[src/rtl/pipelined_carry_select_adder_if.sv]
// Operand/result bus of the pipelined carry-select adder/subtractor.
// master: operand staging side (drives operands, accepts results).
// slave:  the adder itself.
interface pipelined_carry_select_adder_if #(
   parameter int WIDTH = 32
);
   logic             in_valid;
   logic             in_ready;
   logic [WIDTH-1:0] in_a;
   logic [WIDTH-1:0] in_b;
   logic             in_cin;
   logic             in_sub;
   logic             out_valid;
   logic             out_ready;
   logic [WIDTH-1:0] out_sum;
   logic             out_cout;
   logic             out_ovf;

   modport master (
      output in_valid, in_a, in_b, in_cin, in_sub, out_ready,
      input  in_ready, out_valid, out_sum, out_cout, out_ovf
   );

   modport slave (
      input  in_valid, in_a, in_b, in_cin, in_sub, out_ready,
      output in_ready, out_valid, out_sum, out_cout, out_ovf
   );
endinterface

[src/rtl/pipelined_carry_select_adder.sv]
// Pipelined carry-select adder/subtractor.
// Rank 0 holds the conditioned operands (B inverted and carry-in forced to 1
// for subtraction). Stage k then resolves block k: it forms the block sum for
// carry-in 0 and 1 in parallel and picks one with the carry registered by the
// previous rank, passing the remaining operand bits and the finished lower sum
// bits forward. Rank NUM_BLOCKS is the output register. The whole pipe moves
// in lockstep: it advances when the output is empty or being taken, and
// otherwise freezes, bubbles included.
module pipelined_carry_select_adder #(
   parameter int WIDTH     = 32,
   parameter int BLOCK_LEN = 4
) (
   input logic                           clk,
   input logic                           rst_n,
   pipelined_carry_select_adder_if.slave bus
);

   localparam int NUM_BLOCKS = WIDTH / BLOCK_LEN;

   if ((WIDTH % BLOCK_LEN) != 0 || WIDTH < BLOCK_LEN) begin : g_bad_width
      $error("WIDTH must be a non-zero multiple of BLOCK_LEN");
   end

   // Ripple sum of one block: returns {carry out, sum}.
   function automatic logic [BLOCK_LEN:0] block_add(
      input logic [BLOCK_LEN-1:0] a,
      input logic [BLOCK_LEN-1:0] b,
      input logic                 cin
   );
      logic [BLOCK_LEN:0]   c;
      logic [BLOCK_LEN-1:0] s;
      c[0] = cin;
      for (int i = 0; i < BLOCK_LEN; i++) begin
         s[i]   = a[i] ^ b[i] ^ c[i];
         c[i+1] = (a[i] & b[i]) | (c[i] & (a[i] ^ b[i]));
      end
      return {c[BLOCK_LEN], s};
   endfunction

   logic                  adv;
   logic [NUM_BLOCKS:0]   v_q;                   // valid bit of each rank
   logic [NUM_BLOCKS:0]   c_q;                   // carry into the next block
   logic [WIDTH-1:0]      a_q     [NUM_BLOCKS];  // operand A still to consume
   logic [WIDTH-1:0]      b_q     [NUM_BLOCKS];  // conditioned operand B
   logic [WIDTH-1:0]      sum_q   [1:NUM_BLOCKS];// sum bits resolved so far
   logic                  cmsb_q;                // carry into the MSB

   logic [WIDTH-1:0]      sum_nxt [NUM_BLOCKS];
   logic [NUM_BLOCKS-1:0] cout_nxt;
   logic                  cmsb_nxt;

   for (genvar k = 0; k < NUM_BLOCKS; k++) begin : g_stage
      localparam int LO = k * BLOCK_LEN;

      logic [BLOCK_LEN:0] r0;
      logic [BLOCK_LEN:0] r1;
      logic [BLOCK_LEN:0] rs;
      logic [WIDTH-1:0]   base;

      assign r0 = block_add(a_q[k][LO +: BLOCK_LEN], b_q[k][LO +: BLOCK_LEN], 1'b0);
      assign r1 = block_add(a_q[k][LO +: BLOCK_LEN], b_q[k][LO +: BLOCK_LEN], 1'b1);
      assign rs = c_q[k] ? r1 : r0;

      if (k == 0) begin : g_first
         assign base = '0;
      end else begin : g_rest
         assign base = sum_q[k];
      end

      assign sum_nxt[k]  = (base & ~(WIDTH'({BLOCK_LEN{1'b1}}) << LO))
                         | (WIDTH'(rs[BLOCK_LEN-1:0]) << LO);
      assign cout_nxt[k] = rs[BLOCK_LEN];

      // The carry into the MSB falls out of sum = a ^ b ^ c at the top bit.
      if (k == NUM_BLOCKS - 1) begin : g_last
         assign cmsb_nxt = rs[BLOCK_LEN-1] ^ a_q[k][WIDTH-1] ^ b_q[k][WIDTH-1];
      end
   end

   assign adv = ~v_q[NUM_BLOCKS] | bus.out_ready;

   // Pipeline registers: shift every rank forward together when adv is high.
   always_ff @(posedge clk) begin
      if (!rst_n) begin
         // NOTE: only valid bits and the output rank are reset; inner operand
         // and partial-sum ranks are don't-care while their valid bit is low.
         v_q               <= '0;
         c_q[NUM_BLOCKS]   <= 1'b0;
         sum_q[NUM_BLOCKS] <= '0;
         cmsb_q            <= 1'b0;
      end else if (adv) begin
         // NOTE: non-blocking so each rank samples its predecessor's pre-edge value.
         v_q    <= {v_q[NUM_BLOCKS-1:0], bus.in_valid};
         c_q    <= {cout_nxt, bus.in_sub | bus.in_cin};
         a_q[0] <= bus.in_a;
         b_q[0] <= bus.in_sub ? ~bus.in_b : bus.in_b;
         for (int k = 1; k < NUM_BLOCKS; k++) begin
            a_q[k] <= a_q[k-1];
            b_q[k] <= b_q[k-1];
         end
         for (int k = 0; k < NUM_BLOCKS; k++) begin
            sum_q[k+1] <= sum_nxt[k];
         end
         cmsb_q <= cmsb_nxt;
      end
   end

   assign bus.in_ready  = adv;
   assign bus.out_valid = v_q[NUM_BLOCKS];
   assign bus.out_sum   = sum_q[NUM_BLOCKS];
   assign bus.out_cout  = c_q[NUM_BLOCKS];
   assign bus.out_ovf   = c_q[NUM_BLOCKS] ^ cmsb_q;

endmodule

[src/flat_wrapper.sv]
// flat-port wrapper written by rule: the top's interface ports become plain ports
module pipelined_carry_select_adder_flat 
#(
   parameter int WIDTH     = 32,
   parameter int BLOCK_LEN = 4
)
  (clk, rst_n, bus_in_valid, bus_in_a, bus_in_b, bus_in_cin, bus_in_sub, bus_out_ready, bus_in_ready, bus_out_valid, bus_out_sum, bus_out_cout, bus_out_ovf);
  pipelined_carry_select_adder_if #(.WIDTH(WIDTH)) bus_i ();
  input logic clk;
  input logic rst_n;
  input wire logic [$bits(bus_i.in_valid)-1:0] bus_in_valid;
  input wire logic [$bits(bus_i.in_a)-1:0] bus_in_a;
  input wire logic [$bits(bus_i.in_b)-1:0] bus_in_b;
  input wire logic [$bits(bus_i.in_cin)-1:0] bus_in_cin;
  input wire logic [$bits(bus_i.in_sub)-1:0] bus_in_sub;
  input wire logic [$bits(bus_i.out_ready)-1:0] bus_out_ready;
  output wire logic [$bits(bus_i.in_ready)-1:0] bus_in_ready;
  output wire logic [$bits(bus_i.out_valid)-1:0] bus_out_valid;
  output wire logic [$bits(bus_i.out_sum)-1:0] bus_out_sum;
  output wire logic [$bits(bus_i.out_cout)-1:0] bus_out_cout;
  output wire logic [$bits(bus_i.out_ovf)-1:0] bus_out_ovf;
  assign bus_i.in_valid = bus_in_valid;
  assign bus_i.in_a = bus_in_a;
  assign bus_i.in_b = bus_in_b;
  assign bus_i.in_cin = bus_in_cin;
  assign bus_i.in_sub = bus_in_sub;
  assign bus_i.out_ready = bus_out_ready;
  assign bus_in_ready = bus_i.in_ready;
  assign bus_out_valid = bus_i.out_valid;
  assign bus_out_sum = bus_i.out_sum;
  assign bus_out_cout = bus_i.out_cout;
  assign bus_out_ovf = bus_i.out_ovf;
  pipelined_carry_select_adder #(.WIDTH(WIDTH), .BLOCK_LEN(BLOCK_LEN)) u_core (.clk(clk), .rst_n(rst_n), .bus(bus_i));
endmodule
[config.mk]
export PLATFORM = sky130hd
export DESIGN_NAME = pipelined_carry_select_adder_flat
export DESIGN_NICKNAME = d
export VERILOG_FILES = /design/src/rtl/pipelined_carry_select_adder_if.sv /design/src/rtl/pipelined_carry_select_adder.sv /design/src/flat_wrapper.sv
export SDC_FILE = /design/constraint.sdc
export NUM_CORES = 1
export LEC_CHECK = 0
export BUFFER_PORTS_ARGS = -buffer_cell sky130_fd_sc_hd__buf_2
export CAP_MARGIN = 0
export CORE_MARGIN = 8
export CORE_UTILIZATION = 45
export CTS_BUF_LIST = sky130_fd_sc_hd__clkbuf_4
export DETAILED_ROUTE_END_ITERATION = 7
export MAX_ROUTING_LAYER = met4
export SKIP_CTS_REPAIR_TIMING = 1
export SLEW_MARGIN = 10
export SYNTH_ARGS = -nofsm -noshare
export SYNTH_HDL_FRONTEND = slang
export SYNTH_SLANG_ARGS = --single-unit
[constraint.sdc]
create_clock -name clk -period 12.7 [get_ports clk]
set_input_delay 2.54 -clock clk [delete_from_list [all_inputs] [get_ports clk]]
set_output_delay 2.54 -clock clk [all_outputs]
set_load 0.005 [all_outputs]
* Word-level counts from Yosys, hierarchy flattened
Memory sizes are Yosys's and may differ from the RTL's. Cells that the tools add are included.
Operators by class: reduce and logical (&&, ||, !) cells 1, multiplexer cells 14, bitwise logic cells 239
Operators with widths (count):
- bitwise XOR 1 bit | 83
- bitwise AND 1 bit | 80
- 2-to-1 mux 32 bit | 2
- bitwise OR 1 bit | 59
- 2-to-1 mux 5 bit | 8
- NOT 32 bit | 1
- bitwise OR 28 x 32 -> 32 bit | 1
- bitwise OR 32 x 12 -> 32 bit | 1
- bitwise OR 32 x 16 -> 32 bit | 1
- bitwise OR 32 x 20 -> 32 bit | 1
- bitwise OR 32 x 24 -> 32 bit | 1
- bitwise OR 32 x 28 -> 32 bit | 1
- bitwise OR 32 x 8 -> 32 bit | 1
- NOT 1 bit | 9
- 2-to-1 mux 1 bit | 4
- AND reduction 2 bit | 1
Storage, ports and cells: memories kept 3, bits in registers 19, memory bits (writable) 768, input port bits 70
Memories:
- u_core.a_q | words 8, width 32, rd ports 8, clocked after Yosys merged registers in 0, write ports 8, line pipelined_carry_select_adder.sv:43 | logic [WIDTH-1:0] a_q [NUM_BLOCKS];
- u_core.b_q | words 8, width 32, rd ports 8, clocked after Yosys merged registers in 0, write ports 8, line pipelined_carry_select_adder.sv:44 | logic [WIDTH-1:0] b_q [NUM_BLOCKS];
- u_core.sum_q | words 8, width 32, rd ports 8, clocked after Yosys merged registers in 0, write ports 8, line pipelined_carry_select_adder.sv:45 | logic [WIDTH-1:0] sum_q [1:NUM_BLOCKS];

* Logic depth before layout (Yosys ltp)
An unclocked memory read counts as a cell.
word-level depth 12, gate-level depth with buffers 10

* Worst setup path after synthesis
Ideal clock, no wire load.
kind input to register, from input port bus_out_ready, to memory u_core.a_q[0][0] (enable), path slack 1.192 ns, cell stages on the path 5, required time 11.943 ns, buffers on the path 1, arrival 10.751 ns, setup time 0.757 ns, cell sequence nor2b_4 -> inv_4 -> buf_6 -> nand2_1 -> inv_1
RTL lines:
- start: declaration | line flat_wrapper.sv:16 | input wire logic [$bits(bus_i.out_ready)-1:0] bus_out_ready;
- end: declaration | line pipelined_carry_select_adder.sv:43

* Final worst setup path
from input port bus_out_ready, to output port bus_in_ready
On the way: word-level cells in the longest chain between the ends 1
Ends and longest elaborated chain:
- bitwise OR 1 bit | line pipelined_carry_select_adder.sv:80 | assign adv = ~v_q[NUM_BLOCKS] | bus.out_ready;
- end: declaration | line flat_wrapper.sv:17 | output wire logic [$bits(bus_i.in_ready)-1:0] bus_in_ready;
No other way between the ends.

==> qor.yml <==
synth:
  ys_async_sr_fraction_pct: 0
  yosys-top-cells-count: "440 x edfxtp_1, 63 x inv_1, 40 x xor2_1"
  syn_area_um2: 15290
  synth.avg_cell_area_um2: 22.23
  ys_top_cells_by_area: "edfxtp_1 86%, fa_1 3.1%, xor2_1 2.3%"
  synthFlopType: "edfxtp_1"
  yosys_register_bits: 451
  synth_top_area_cell: "edfxtp_1"
  synthCells: 688
  synth_nets: 798
  seq_area_frac_synth_pct: 87.83
  synthDistinctLibCells: 23
  yosysMostFrequentCell: "edfxtp_1"
  synth_top_area_share_pct: 86.39
  synth-edff-count: 440
  synth_warnings: 0
critical_path:
  critPathMaxStageDelay_ns: 0.27
  r2r_start: "u_core.v_q[8]"
  cp-end-kind: "output pin"
  ff2ff_path_depth: 5
  crit_path_cell_trace: "buf_2, nor2b_4, inv_4, buf_2"
  worstSetupPathType: "in2out"
  cp-start-kind: "primary input"
  crit_slowest_cell: "nor2b_4"
  rrSetupSlack_ns: 9.62
  cp_data_arrival_time_ns: 3.34
  cp_top_family: "buffers and inverters"
  worst_ep_required_time_ns: 10.16
  worst_path_most_repeated_cell: "buf_2"
  r2r-end: "u_core.a_q[0][47]"
  cp_max_fo: 44
  crit_cells: 4
  crit_buf_inv: 3
detailed_routing:
  drtAntennaViolNets: 0
  drcViolationCount: 0
  totalWireLength_mm: 19.33
  routedWlPerCell_um: 13.58
  drt_iter0_drc: 317
  drt_pass1_iterations: 4
  via_count: 6131
  via_per_inst: 4.309
timing:
  tightest_slew_ns: 1.084
  clock.fmax_mhz: 170.2
  slew_violations: 0
  holdWs_ns: 0.4051
  rsz0062_at_grt: "false"
  post-route-min-period_ns: 5.877
  finalSetupViolations: 0
  slew_headroom_pct: 27.73
  period_share_pct: 46.28
  tns_ns: 0
  finClkSkew_ns: 0.02507
  finalHoldViolations: 0
final_layout:
  layout-drive-gt1-share_pct: 28.54
  fin_area_um2: 17660
  nNetsFinal: 1006
  area_growth_pct: 15.45
  fillers: 2791
hold_path:
  hold_depth: 0
  worstHoldEndpoint: "u_core.sum_q[0][170]"
  hp-class: "reg2reg"
  hold_start: "u_core.sum_q[0][138]"
cts:
  clkTransAtPathRegs_ns: 0.06
  cts_sinks: 451
  clock_latency_ns: 0.73
  htreeDepth: 3
  cts_buffers: 112
  clock_path_buffers: 3
  cts_tree: "done"
  root_buffer: "clkbuf_4"
grt:
  grt_pass1_wl_mm: 31.03
  grt_usage_pct: 9.851
  first_global_vias: 6474
  grt_max_degree: 208
  gr-total-overflow: 0
  antenna_found_initial: 1
die:
  initial_core_util_pct: 45.61
  die_w_um: 200.4
  die_area_um2: 40140
  io_pins: 106
  core-area_um2: 33530
  num_rows: 67
  die_h_um: 200.4
power_and_ir_drop:
  p_leak_nw: 6.781
  power_density_nw_per_um2: 171.0
  ir_worst_vdd_mv: 0.07989
status:
  status: "complete, no violations"
placement:
  placed_cell_area_um2: 16310
  port_buffers: 105
  gp_congestion: 0.6639
  dpl.hpwl_mm: 10.77
job:
  drv_cap: 0
==> kinds of logic (layout without fill, tap and decap cells) <==
group / after synthesis / after routing / share of synthesized area, %
mux: 4 / 4 / 0.2618
compound gates: 16 / 16 / 0.7036
simple gates: 57 / 57 / 1.972
other cells: 0 / 1 / 0
buf+inv: 77 / 363 / 2.315
fa+ha+maj: 40 / 40 / 4.451
xor+xnor: 43 / 43 / 2.463
flops: 451 / 451 / 87.83
==> worst register-to-register path, cell delays in order (launching register included) <==
cell     delay (ns)
dfxtp_1        0.31
nor2b_4        0.16
inv_4          0.30
nand2_1        0.25
inv_8          0.67
buf_12         0.81
==> sequential cells by signal, indices dropped and copies added (netlist names) <==
name,cells
u_core.c_q,9
u_core.b_q,144
u_core.cmsb_q,1
u_core.sum_q,144
u_core.a_q,144
u_core.v_q,9
==> area by class of cell <==
| type | count | area, um^2 | area share (%) |
|---|---|---|---|
| antenna | 1 | 2.502 | 0.01417 |
| clock buffer | 159 | 1194 | 6.760 |
| clock inverter | 33 | 155.1 | 0.8787 |
| inverter | 64 | 250.2 | 1.417 |
| multi-input combinational | 160 | 1509 | 8.546 |
| sequential | 451 | 13430 | 76.08 |
| tap | 448 | 560.5 | 3.175 |
| timing repair buffer | 107 | 553.0 | 3.132 |
==> per-stage QoR <==
stage | power (W) | instances | utilization [%] | worst slack (ns)
finish | 0.003019 | 1423 | 52.66 | 6.823
floorplan | 0.001912 | 688 | - | 1.192
detailed placement | 0.001947 | 1230 | 48.63 | 6.814
global route | 0.003177 | 1423 | 52.66 | 6.748
CTS | 0.003082 | 1422 | 52.65 | 6.812
global placement | 0.001939 | 1230 | 48.63 | 6.838
==> worst max-delay path by stage <==
stage | start | to
6_report | bus_out_ready | bus_in_ready
5_1_grt | bus_out_ready | bus_in_ready
4_1_cts | bus_out_ready | bus_in_ready
3_5_place_dp | bus_out_ready | bus_in_ready
3_3_place_gp | bus_out_ready | bus_in_ready
2_1_floorplan | bus_out_ready | u_core.a_q[0][0]
==> metal layers <==
metal  vias up  track usage, %  wire length (um)
met1      2886           11.32              8668
met4         0           6.360               498
met2       165           14.55              9070
li1       3039               -                 -
met5         -               -                 0
met3        41           3.566              1088
==> power by group <==
part | switching [W] | leakage [nW] | total, W | internal [W]
logic | 0.0000633 | 1.52 | 0.000104 | 0.0000408
registers | 0.0000315 | 4.45 | 0.00181 | 0.00177
clock network | 0.000518 | 0.811 | 0.00111 | 0.000592
total | 0.000613 | 6.78 | 0.00302 | 0.00241
==> cells in the final DEF (no fill, tap or decap), types with 2 or more instances in the layout <==
cell      count
inv_2         2
a21oi_1       5
a21boi_0      3
edfxtp_1    440
a21boi_1      5
ha_1         16
nor2_1        6
buf_2       105
xor2_1       40
xnor2_1       3
clkinv_1     26
clkinv_2      4
fa_1         24
clkbuf_4    159
inv_1        62
mux2i_1       4
nand2_1      18
dfxtp_1      11
and3_1       30
Power figures use the tool's default switching activity.
